**config.mk**
```make
export PLATFORM = sky130hd
export DESIGN_NAME = ctrl_bytes
export DESIGN_NICKNAME = d
export VERILOG_FILES = /design/src/rtl/ctrl_pkg.sv /design/src/rtl/ctrl_bytes.sv
export SDC_FILE = /design/constraint.sdc
export NUM_CORES = 1
export LEC_CHECK = 0
export BUFFER_PORTS_ARGS = -buffer_cell sky130_fd_sc_hd__buf_2
export CAP_MARGIN = 20
export CORE_ASPECT_RATIO = 1.4
export CORE_MARGIN = 2
export CORE_UTILIZATION = 46
export CTS_CLUSTER_DIAMETER = 100
export DETAILED_ROUTE_END_ITERATION = 12
export MAX_ROUTING_LAYER = met4
export PLACE_DENSITY = 0.77
export SYNTH_ARGS = -nofsm -noshare
export SYNTH_HDL_FRONTEND = slang
export SYNTH_SLANG_ARGS = --single-unit
export TNS_END_PERCENT = 10
```
**constraint.sdc**
```tcl
create_clock -name clk_i -period 1.5 [get_ports clk_i]
set_input_delay 0.075 -clock clk_i [delete_from_list [all_inputs] [get_ports clk_i]]
set_output_delay 0.075 -clock clk_i [all_outputs]
set_load 0.05 [all_outputs]
```
**src/rtl/ctrl_pkg.sv**
```systemverilog
// Shared types and constants for the ctrl_bytes byte-stream Wishbone controller.
package ctrl_pkg;

    typedef enum logic [1:0] {
        ST_IDLE,
        ST_GET_DATA,
        ST_WB_REQ,
        ST_TX_RESP
    } state_e;

    localparam int unsigned CMD_WE_BIT  = 7;
    localparam int unsigned CMD_ADR_MSB = 3;
    localparam int unsigned CMD_ADR_LSB = 0;
    localparam int unsigned ADR_W       = 4;
    localparam int unsigned DAT_W       = 8;

    localparam logic [DAT_W-1:0] TIMEOUT_BYTE = 8'hFF;

endpackage

```
**src/rtl/ctrl_bytes.sv**
```systemverilog
// Command byte stream to single Wishbone B4 cycles; read data returned on tx.
// Optional bus timeout enabled by defining CTRL_BYTES_TIMEOUT_EN.
module ctrl_bytes
    import ctrl_pkg::*;
#(
    parameter int unsigned TIMEOUT_CYCLES = 255
) (
    input  logic             clk_i,
    input  logic             rst_ni,
    input  logic [DAT_W-1:0] rx_data_i,
    input  logic             rx_valid_i,
    output logic             rx_ready_o,
    output logic [DAT_W-1:0] tx_data_o,
    output logic             tx_valid_o,
    input  logic             tx_ready_i,
    output logic             wb_we_o,
    output logic [ADR_W-1:0] wb_adr_o,
    output logic [DAT_W-1:0] wb_dat_o,
    output logic             wb_stb_o,
    input  logic [DAT_W-1:0] wb_dat_i,
    input  logic             wb_ack_i
);

    state_e           state_q, state_d;
    logic             alive_q;
    logic             we_q;
    logic [ADR_W-1:0] adr_q;
    logic [DAT_W-1:0] dat_q;
    logic [DAT_W-1:0] rdata_q;
    logic [DAT_W-1:0] rdata_d;
    logic             ld_cmd, ld_dat, ld_rd;
    logic             rx_fire;
    logic             timeout_hit;
    logic [2:0]       unused_rsvd;

    assign unused_rsvd = rx_data_i[6:4];

    // alive_q holds rx_ready low while reset is asserted.
    always_ff @(posedge clk_i or negedge rst_ni) begin
        if (!rst_ni) begin
            alive_q <= 1'b0;
        end else begin
            alive_q <= 1'b1;
        end
    end

    assign rx_ready_o = alive_q &&
                        (state_q == ST_IDLE || state_q == ST_GET_DATA);
    assign rx_fire    = rx_valid_i && rx_ready_o;
    assign wb_stb_o   = (state_q == ST_WB_REQ);
    assign tx_valid_o = (state_q == ST_TX_RESP);
    assign wb_we_o    = we_q;
    assign wb_adr_o   = adr_q;
    assign wb_dat_o   = dat_q;
    assign tx_data_o  = rdata_q;

`ifdef CTRL_BYTES_TIMEOUT_EN
    localparam int unsigned CNT_RAW = $clog2(TIMEOUT_CYCLES + 1);
    localparam int unsigned CNT_W   = (CNT_RAW > 8) ? CNT_RAW : 8;

    logic [CNT_W-1:0] cnt_q;

    // Counter rests at zero outside WB_REQ, so every entry starts fresh.
    always_ff @(posedge clk_i or negedge rst_ni) begin
        if (!rst_ni) begin
            cnt_q <= '0;
        end else if (state_q != ST_WB_REQ) begin
            cnt_q <= '0;
        end else if (!wb_ack_i) begin
            cnt_q <= cnt_q + 1'b1;
        end
    end

    assign timeout_hit = (cnt_q == CNT_W'(TIMEOUT_CYCLES - 1));
`else
    logic [31:0] unused_timeout;

    assign unused_timeout = TIMEOUT_CYCLES;
    assign timeout_hit    = 1'b0;
`endif

    always_comb begin
        state_d = state_q;
        ld_cmd  = 1'b0;
        ld_dat  = 1'b0;
        ld_rd   = 1'b0;
        rdata_d = wb_dat_i;
        unique case (state_q)
            ST_IDLE: begin
                if (rx_fire) begin
                    ld_cmd  = 1'b1;
                    state_d = rx_data_i[CMD_WE_BIT] ? ST_GET_DATA : ST_WB_REQ;
                end
            end
            ST_GET_DATA: begin
                if (rx_fire) begin
                    ld_dat  = 1'b1;
                    state_d = ST_WB_REQ;
                end
            end
            ST_WB_REQ: begin
                // An ack arriving on the expiry edge takes priority.
                if (wb_ack_i) begin
                    ld_rd   = !we_q;
                    state_d = we_q ? ST_IDLE : ST_TX_RESP;
                end else if (timeout_hit) begin
                    ld_rd   = !we_q;
                    rdata_d = TIMEOUT_BYTE;
                    state_d = we_q ? ST_IDLE : ST_TX_RESP;
                end
            end
            ST_TX_RESP: begin
                if (tx_ready_i) begin
                    state_d = ST_IDLE;
                end
            end
            default: state_d = ST_IDLE;
        endcase
    end

    always_ff @(posedge clk_i or negedge rst_ni) begin
        if (!rst_ni) begin
            state_q <= ST_IDLE;
        end else begin
            state_q <= state_d;
        end
    end

    always_ff @(posedge clk_i or negedge rst_ni) begin
        if (!rst_ni) begin
            we_q    <= 1'b0;
            adr_q   <= '0;
            dat_q   <= '0;
            rdata_q <= '0;
        end else begin
            if (ld_cmd) begin
                we_q  <= rx_data_i[CMD_WE_BIT];
                adr_q <= rx_data_i[CMD_ADR_MSB:CMD_ADR_LSB];
            end
            if (ld_dat) begin
                dat_q <= rx_data_i;
            end
            if (ld_rd) begin
                rdata_q <= rdata_d;
            end
        end
    end

endmodule

```
==> flow_summary.toml, run 1 <==
[logic_synthesis]
ys_types = 20
yosysSeqAreaShare_pct = 56.1
postSynth.asyncResetShare_pct = 100
ys_warn_count = 0
yosys_most_used_dff = "dfrtp_1"
syn_inst = 67
syn-num-nets = 88
synth_largest_area_cell = "dfrtp_1"
syn_area_um2 = 1070
synth_edf_count = 0
synth_top_cells_by_count = "dfrtp_1, mux2_4, mux2_2, buf_6, nand2_1"
synth.most_common_cell = "dfrtp_1"
ys_seq_elements = 24
syn_avg_cell_area_um2 = 16.0
synth_top_area_share_pct = 56.1
yosys-top-cells-area = "dfrtp_1, mux2_4, mux2_2"

[sta]
timing.final.crit_share_pct = 94.9
rsz0062_at_grt = "no"
slew-limit-headroom_pct = 65.5
finalClockSkew_ns = 0.00407
fin_crit_ns = 1.42
fin_ws_ns = 0.0758
slew_violations = 0
fmax_mhz = 702
hold_viol = 0
worstMarginPinSlew_ns = 0.518
finalSetupViolations = 0
whs_ns = 0.0315

[critical_path]
path_max_fanout = 6
critPathRequiredTime_ns = 1.42
cp-end-kind = "output port"
arrival_ns = 1.35
startpoint_type = "register"
path_class = "reg2out"

[routing]
drt_iter0_drc = 0
vias = 771
ant_nets = 0
firstDrtPassIters = 1
wl_mm = 2.17
via_per_inst = 5.01
drc_errors = 0
drt-wirelength-per-cell_um = 14.1

[layout]
final_nets = 154
fin_util_pct = 70.1
area_growth_pct = 44.0
antenna_cells = 0
nFillCells = 162
drive_above_1_share_pct = 57.6

[die]
ios = 45
die_w_um = 44.8
core_um2 = 2200
start_util_pct = 48.6
die_y_um = 61.1
die_area_um2 = 2740
rows = 20

[cts]
cts_buffers = 3
cts.sinks = 24
cts_tree = "built"
cts_buffer_depth = 2
cts_max_level = 1
root_buffer = "clkbuf_4"
path_clk_slew_ns = 0.13
clock_latency_ns = 0.31

[grt]
grt_usage_pct = 17.3
grt_max_degree = 25
overflow = 0
grt_pass1_vias = 786
grt_pass1_wl_mm = 3.35
antenna_found_initial = 0

[power_and_ir_drop]
p_leak_uw = 0.000799
powerDensity_nw_per_um2 = 2530
irDropWorstVdd_mv = 1.54

[placed_design]
hpwlAfterDp_mm = 1.39
routabilityCongestion = 0.792
dp_slack_ns = 0.131
io_buffers = 44

[job]
maxCapViolCount = 0

[worst_hold_path]
min_path_type = "in2reg"

[outcome]
outcome = "finished, final reports clean"
placed cells by master (no fill, tap or decap), types with 2 or more instances in the layout:
cell type and count:
buf_2 44, dfrtp_1 24, dlygate4sd3_1 17, mux2_4 16, mux2_2 5, nand2_1 3, clkbuf_4 3, a21oi_1 2
buf_4 2
metal layers:
metal  share of wire (%)  track usage [%]
met5                   0                -
met1                  41             19.8
met2                  52             30.6
met3                 6.6             2.35
met4                 1.2             6.30
worst paths after layout:
check	cells after the start	from	slack (ns)	end
min reg2reg	1	tx_data_o[2]$_DFFE_PN0P_	0.52	tx_data_o[2]$_DFFE_PN0P_
min in group asynchronous	2	rst_ni	0.25	tx_data_o[0]$_DFFE_PN0P_
max in group asynchronous	2	rst_ni	0.90	wb_dat_o[3]$_DFFE_PN0P_
max	3	state_q[0]$_DFFE_PN0P_	0.08	tx_valid_o
min	2	rx_data_i[7]	0.03	wb_dat_o[7]$_DFFE_PN0P_
max reg2reg	4	state_q[1]$_DFFE_PN0P_	0.12	wb_dat_o[3]$_DFFE_PN0P_
through the flow:
| stage | cells | cell area, um^2 | power [uW] | setup TNS (ns) |
|---|---|---|---|---|
| 2_1_floorplan | 67 | 1070 | 2970 | -0.558 |
| 3_3_place_gp | 133 | 1320 | 3390 | 0 |
| 3_5_place_dp | 133 | 1320 | 3420 | 0 |
| 4_1_cts | 154 | 1540 | 3920 | 0 |
| 5_1_grt | 154 | 1540 | 4080 | 0 |
| 6_report | 154 | 1540 | 3900 | 0 |
cell families (layout without fill, tap and decap cells):
group	after synthesis	count (layout)	synth area share, %
flops	24	24	56.1
simple gates	13	13	9.70
other cells	1	1	0.350
mux	21	21	27.7
buf+inv	3	68	3.15
compound gates	5	5	3.04
critical path, cell delays in order, from the launching register on:
cell     delay (ns)
dfrtp_1        0.47
buf_4          0.19
and2_1         0.12
buf_2          0.25
area by class of cell:
cell class | instances | area [um^2] | share of cell area, %
flip-flops and latches | 24 | 601 | 38.9
repair buffers | 64 | 425 | 27.6
clock inverters | 1 | 30.0 | 1.95
multi-input cells | 40 | 437 | 28.3
well taps | 22 | 27.5 | 1.78
clock buffers | 3 | 22.5 | 1.46
report_power, final:
group | total (uW) | internal (uW) | switching (uW) | leakage [uW]
clock | 464 | 270 | 193 | 0.0000279
combinational | 2290 | 783 | 1510 | 0.000483
sequential | 1150 | 958 | 189 | 0.000288
registers in the layout, summed over array words and instances (netlist names):
signal / cells
tx_data_o: 8
state_q: 2
wb_adr_o: 4
alive_q: 1
wb_dat_o: 8
wb_we_o: 1
repair_timing:
| action | 4_1_cts | 5_1_grt |
|---|---|---|
| endpoints found under the hold margin | 43 | 0 |
| buffers inserted | 0 | 0 |
| resized for setup | 0 | 0 |
| hold buffers | 17 | 0 |
Note: power is estimated with default switching activity, not from simulation.
==> run 2, diff against run 1 <==
--- a/config.mk
+++ b/config.mk
@@ -9,11 +9,12 @@
 export CAP_MARGIN = 20
 export CORE_ASPECT_RATIO = 1.4
 export CORE_MARGIN = 2
-export CORE_UTILIZATION = 46
+export CORE_UTILIZATION = 42
 export CTS_CLUSTER_DIAMETER = 100
 export DETAILED_ROUTE_END_ITERATION = 12
+export HOLD_SLACK_MARGIN = 0.08
 export MAX_ROUTING_LAYER = met4
-export PLACE_DENSITY = 0.77
+export PLACE_DENSITY = 0.74
 export SYNTH_ARGS = -nofsm -noshare
 export SYNTH_HDL_FRONTEND = slang
 export SYNTH_SLANG_ARGS = --single-unit
==> constraint.sdc (replaced) <==
create_clock -name clk_i -period 1.25 [get_ports clk_i]
set_input_delay 0.0625 -clock clk_i [delete_from_list [all_inputs] [get_ports clk_i]]
set_output_delay 0.0625 -clock clk_i [all_outputs]
set_load 0.05 [all_outputs]
==> run 2 against run 1 <==
Against the previous run: the flow now finishes with violations (setup timing); clock-buffer cell count stayed put; via count is 2.2% higher; setup slack worse by 0.15 ns; combinational power is 30% higher; clock power is 21% higher; sequential cell count stayed put; non-clock buffer count is 7 higher; critical path depth is 1 higher; critical endpoint is now tx_data_o[0]$_DFFE_PN0P_; largest cell class unchanged.
==> flow_summary.toml, run 2 (synthesis gave the netlist of run 1 again) <==
[layout]
seqCellArea_um2 = 602
antenna_cells = 0
mostFrequentLayoutCells = "buf_2, dfrtp_1, dlygate4sd3_1, mux2_4, buf_4"
finalNonFillerCells = 173
nFillCells = 177
final_nets = 161
layout_commonest_cell = "buf_2"
drive_above_1_share_pct = 60.4
multi_input_area_um2 = 453
area_growth_pct = 54.0
design_area_um2 = 1650

[placed_design]
routabilityCongestion = 0.758
dp_cells = 148
io_buffers = 44
hpwlAfterDp_mm = 1.57
place_area_um2 = 1360

[cts]
cts_buffers = 3
cts_tree = "built"
path_clk_slew_ns = 0.13
cts_max_level = 1
clock_latency_ns = 0.32
cts_buffer_depth = 2
cts.sinks = 24
root_buffer = "clkbuf_4"

[sta]
timing.final.crit_share_pct = 106
hold_viol = 0
fin_crit_ns = 1.32
tns_ns = -1.10
worstMarginPinSlew_ns = 0.524
slew-limit-headroom_pct = 65.1
fin_ws_ns = -0.0742
finalClockSkew_ns = 0.00548
rsz0062_at_grt = "yes"
fmax_mhz = 755
slew_violations = 0
finalSetupViolations = 23

[grt]
grt_max_degree = 25
grt_pass1_vias = 822
overflow = 0
grt_pass1_wl_mm = 3.85
grt_usage_pct = 18.8
antenna_found_initial = 0

[die]
rows = 21
core_um2 = 2420
die_area_um2 = 2980
die_w_um = 46.7
die_y_um = 63.8
ios = 45
start_util_pct = 44.3

[job]
maxCapViolCount = 0

[outcome]
outcome = "finished, violations left"
failed_checks = "setup timing"

[routing]
drt-wirelength-per-cell_um = 14.1
vias = 788
ant_nets = 0
drc_errors = 0
firstDrtPassIters = 3
wl_mm = 2.44
drt_iter0_drc = 11
via_per_inst = 4.55

[critical_path]
cp_num_buf_inv = 1
path_max_fanout = 8
arrival_ns = 1.54
cp-end-kind = "register"
path_class = "reg2reg"
path_delay_family = "flip-flops"
worstPathCellList = "nor2b_4, and3b_2, buf_12, mux2_4"
startpoint_type = "register"
crit_slowest_cell = "dfrtp_1"
critPathRequiredTime_ns = 1.46
critPathMaxStageDelay_ns = 0.44

[worst_hold_path]
min_path_type = "in2reg"

[power_and_ir_drop]
irDropWorstVdd_mv = 1.58
power.total_uw = 4910
powerDensity_nw_per_um2 = 2980
p_leak_uw = 0.000830
==> run 2: worst reg2reg max path, cell delays in order (launching register included) <==
cell	delay (ns)
dfrtp_1	0.44
nor2b_4	0.14
and3b_2	0.21
buf_12	0.14
mux2_4	0.29
==> run 2: metal layers <==
| metal | GRT usage, % | vias to the layer above | share of wire (%) |
|---|---|---|---|
| met5 | - | - | 0 |
| met4 | 8.33 | 0 | 2.0 |
| met3 | 2.82 | 4 | 4.5 |
| met2 | 31.1 | 25 | 55 |
| met1 | 21.7 | 383 | 39 |
| li1 | - | 376 | - |
==> run 2: power breakdown <==
| group | switching [uW] | internal [uW] |
|---|---|---|
| Sequential | 228 | 1150 |
| Combinational | 1890 | 1080 |
| Clock | 236 | 324 |
| Total | 2350 | 2560 |
==> run 2: layout make-up <==
class	count	area share, %
Clock buffer	3	1.37
Clock inverter	1	1.82
Multi-Input combinational cell	40	27.5
Sequential cell	24	36.5
Tap cell	34	2.58
Timing Repair Buffer	71	30.3
==> run 2: final timing paths <==
kind                                         start                       end  slack, ns  cells past startpoint
max                         state_q[1]$_DFFE_PN0P_  tx_data_o[0]$_DFFE_PN0P_      -0.07                      4
min in group asynchronous                   rst_ni  tx_data_o[7]$_DFFE_PN0P_       0.23                      2
max reg2reg                 state_q[1]$_DFFE_PN0P_  tx_data_o[0]$_DFFE_PN0P_      -0.07                      4
min                                       wb_ack_i    state_q[1]$_DFFE_PN0P_       0.16                      4
max in group asynchronous                   rst_ni    state_q[0]$_DFFE_PN0P_       0.64                      2
min reg2reg                wb_adr_o[1]$_DFFE_PN0P_   wb_adr_o[1]$_DFFE_PN0P_       0.52                      1
==> run 2: repair_timing <==
action	CTS	global route
hold endpoints to repair	47	0
setup buffers	2	0
endpoints found under the setup margin	22	25
pin swaps	2	1
hold buffers	19	0
resized for setup	9	1
==> run 2: per-stage QoR <==
step	utilization (%)	hold WS [ns]	setup slack, ns
finish	68.2	0.157	-0.0742
global route	68.2	0.193	-0.143
CTS	68.1	0.145	-0.0777
detailed placement	56.2	0.0682	-0.0950
global placement	56.2	0.0636	-0.0779
floorplan	-	-0.233	-0.320
==> run 3, diff against run 2 <==
--- a/config.mk
+++ b/config.mk
@@ -10,11 +10,12 @@
 export CORE_ASPECT_RATIO = 1.4
 export CORE_MARGIN = 2
 export CORE_UTILIZATION = 42
-export CTS_CLUSTER_DIAMETER = 100
 export DETAILED_ROUTE_END_ITERATION = 12
 export HOLD_SLACK_MARGIN = 0.08
 export MAX_ROUTING_LAYER = met4
 export PLACE_DENSITY = 0.74
+export RECOVER_POWER = 100
+export SLEW_MARGIN = 10
 export SYNTH_ARGS = -nofsm -noshare
 export SYNTH_HDL_FRONTEND = slang
 export SYNTH_SLANG_ARGS = --single-unit
==> run 3 against run 2 <==
Against the previous run: the flow still finishes with violations (setup timing); clock power up 0.7%; die area did not move; via count rose by 0.63%; highest routed layer unchanged; wire length about the same; sequential share of layout area did not move; hold slack better by 0.00068 ns; sequential cell count is the same.
==> flow_summary.toml, run 3 (synthesis gave the netlist of run 1 again) <==
[die]
die_y_um = 63.8
die_area_um2 = 2980
ios = 45
core_um2 = 2420
die_w_um = 46.7
start_util_pct = 44.3
rows = 21

[critical_path]
startpoint_type = "register"
cp_num_cells = 4
arrival_ns = 1.54
cp-endpoint = "tx_data_o[7]$_DFFE_PN0P_"
reg2regPathDepth = 4
path_delay_family = "flip-flops"
path_max_fanout = 8
path_class = "reg2reg"
cp-end-kind = "register"
critPathRequiredTime_ns = 1.47
critPathMaxStageDelay_ns = 0.44
r2r_end = "tx_data_o[7]$_DFFE_PN0P_"
rr_startpoint = "state_q[1]$_DFFE_PN0P_"
worstPathCellList = "nor2b_4, and3b_2, buf_12, mux2_4"
crit_slowest_cell = "dfrtp_1"
startpoint = "state_q[1]$_DFFE_PN0P_"
cp_num_buf_inv = 1
r2r_slack_ns = -0.07

[layout]
drive_above_1_share_pct = 60.4
final_nets = 161
antenna_cells = 0
mostFrequentLayoutCells = "dfrtp_1, clkbuf_2, buf_2, dlygate4sd3_1, mux2_4"
area_growth_pct = 54.0
fin_util_pct = 68.2
nFillCells = 177
layout_commonest_cell = "dfrtp_1"

[sta]
slew_violations = 0
rsz0062_at_grt = "yes"
fmax_mhz = 759
timing.final.crit_share_pct = 105
finalClockSkew_ns = 0.00153
slew-limit-headroom_pct = 60.9
hold_viol = 0
worstMarginPinSlew_ns = 0.586
fin_crit_ns = 1.32
tns_ns = -0.994
finalSetupViolations = 23
fin_ws_ns = -0.0682

[placed_design]
routabilityCongestion = 0.758
io_buffers = 44
hpwlAfterDp_mm = 1.57
dp_slack_ns = -0.0950

[grt]
overflow = 0
antenna_found_initial = 0
grt_pass1_vias = 822
grt_usage_pct = 18.8
grt_pass1_wl_mm = 3.85
grt_max_degree = 25

[cts]
cts_buffer_depth = 2
path_clk_slew_ns = 0.13
root_buffer = "clkbuf_4"
cts.sinks = 24
cts_buffers = 3
clock_latency_ns = 0.32
cts_tree = "built"
cts_max_level = 1

[routing]
ant_nets = 0
wl_mm = 2.43
firstDrtPassIters = 3
drc_errors = 0
drt-wirelength-per-cell_um = 14.1
via_per_inst = 4.58
drt_iter0_drc = 18
vias = 793

[job]
maxCapViolCount = 0

[outcome]
failed_checks = "setup timing"
outcome = "finished, violations left"

[worst_hold_path]
min_path_type = "in2reg"

[power_and_ir_drop]
powerDensity_nw_per_um2 = 2980
irDropWorstVdd_mv = 1.58
p_leak_uw = 0.000832
## run 3: changes by cell type in the layout (fill, tap and decap cells not counted)
cell / delta
buf_2: -22
clkbuf_2: +22
## run 3: timing repair
action                                 CTS  global route
setup buffers                            2             0
hold buffers                            19             0
setup endpoints to repair               22            25
gates resized for setup                  9             1
pin swaps                                2             1
endpoints found under the hold margin   47             0
cloned                                   0             0
## run 3: routing by layer
metal | global-route usage [%] | up-vias | wire, um
met3 | 2.82 | 4 | 112
met5 | - | - | 0
li1 | - | 376 | -
met4 | 8.33 | 0 | 48
met1 | 21.7 | 388 | 949
met2 | 31.1 | 25 | 1320
## run 3: layout make-up
class | instances | area, um^2 | area share [%]
Clock buffer | 3 | 22.5 | 1.37
Clock inverter | 1 | 30.0 | 1.82
Multi-Input combinational cell | 40 | 453 | 27.5
Sequential cell | 24 | 602 | 36.5
Tap cell | 34 | 42.5 | 2.58
Timing Repair Buffer | 71 | 499 | 30.3
## run 3: worst min-delay path by stage
stage	slack [ns]	cells after the start	to	from
6_report	0.16	4	state_q[1]$_DFFE_PN0P_	wb_ack_i
3_5_place_dp	0.07	1	tx_data_o[7]$_DFFE_PN0P_	rst_ni
3_3_place_gp	0.06	1	state_q[1]$_DFFE_PN0P_	rst_ni
2_1_floorplan	-0.23	0	alive_q$_DFF_PN0_	rst_ni
4_1_cts	0.15	4	state_q[1]$_DFFE_PN0P_	wb_ack_i
5_1_grt	0.19	4	state_q[0]$_DFFE_PN0P_	wb_ack_i
## run 3: per-stage QoR
| step | power (uW) | hold WS, ns | cell area (um^2) | std cells |
|---|---|---|---|---|
| final | 4920 | 0.158 | 1650 | 173 |
| after global placement | 4140 | 0.0636 | 1360 | 148 |
| after detailed placement | 4200 | 0.0682 | 1360 | 148 |
| after floorplan | 3560 | -0.233 | 1070 | 67 |
| after CTS | 4930 | 0.145 | 1650 | 173 |
| after global routing | 5160 | 0.193 | 1650 | 173 |
## run 3: worst min-delay path, delay by kind of cell
kind                   cells  cell delay [ns]
AND/OR/NAND/NOR            1             0.08
buffers and inverters      1             0.11
AO/OA/AOI/OAI              2             0.20
## run 3: power by group
| group | switching, uW | total, uW | internal (uW) |
|---|---|---|---|
| Clock | 239 | 564 | 324 |
| Sequential | 241 | 1390 | 1150 |
| Combinational | 1890 | 2960 | 1070 |
| Total | 2370 | 4920 | 2550 |
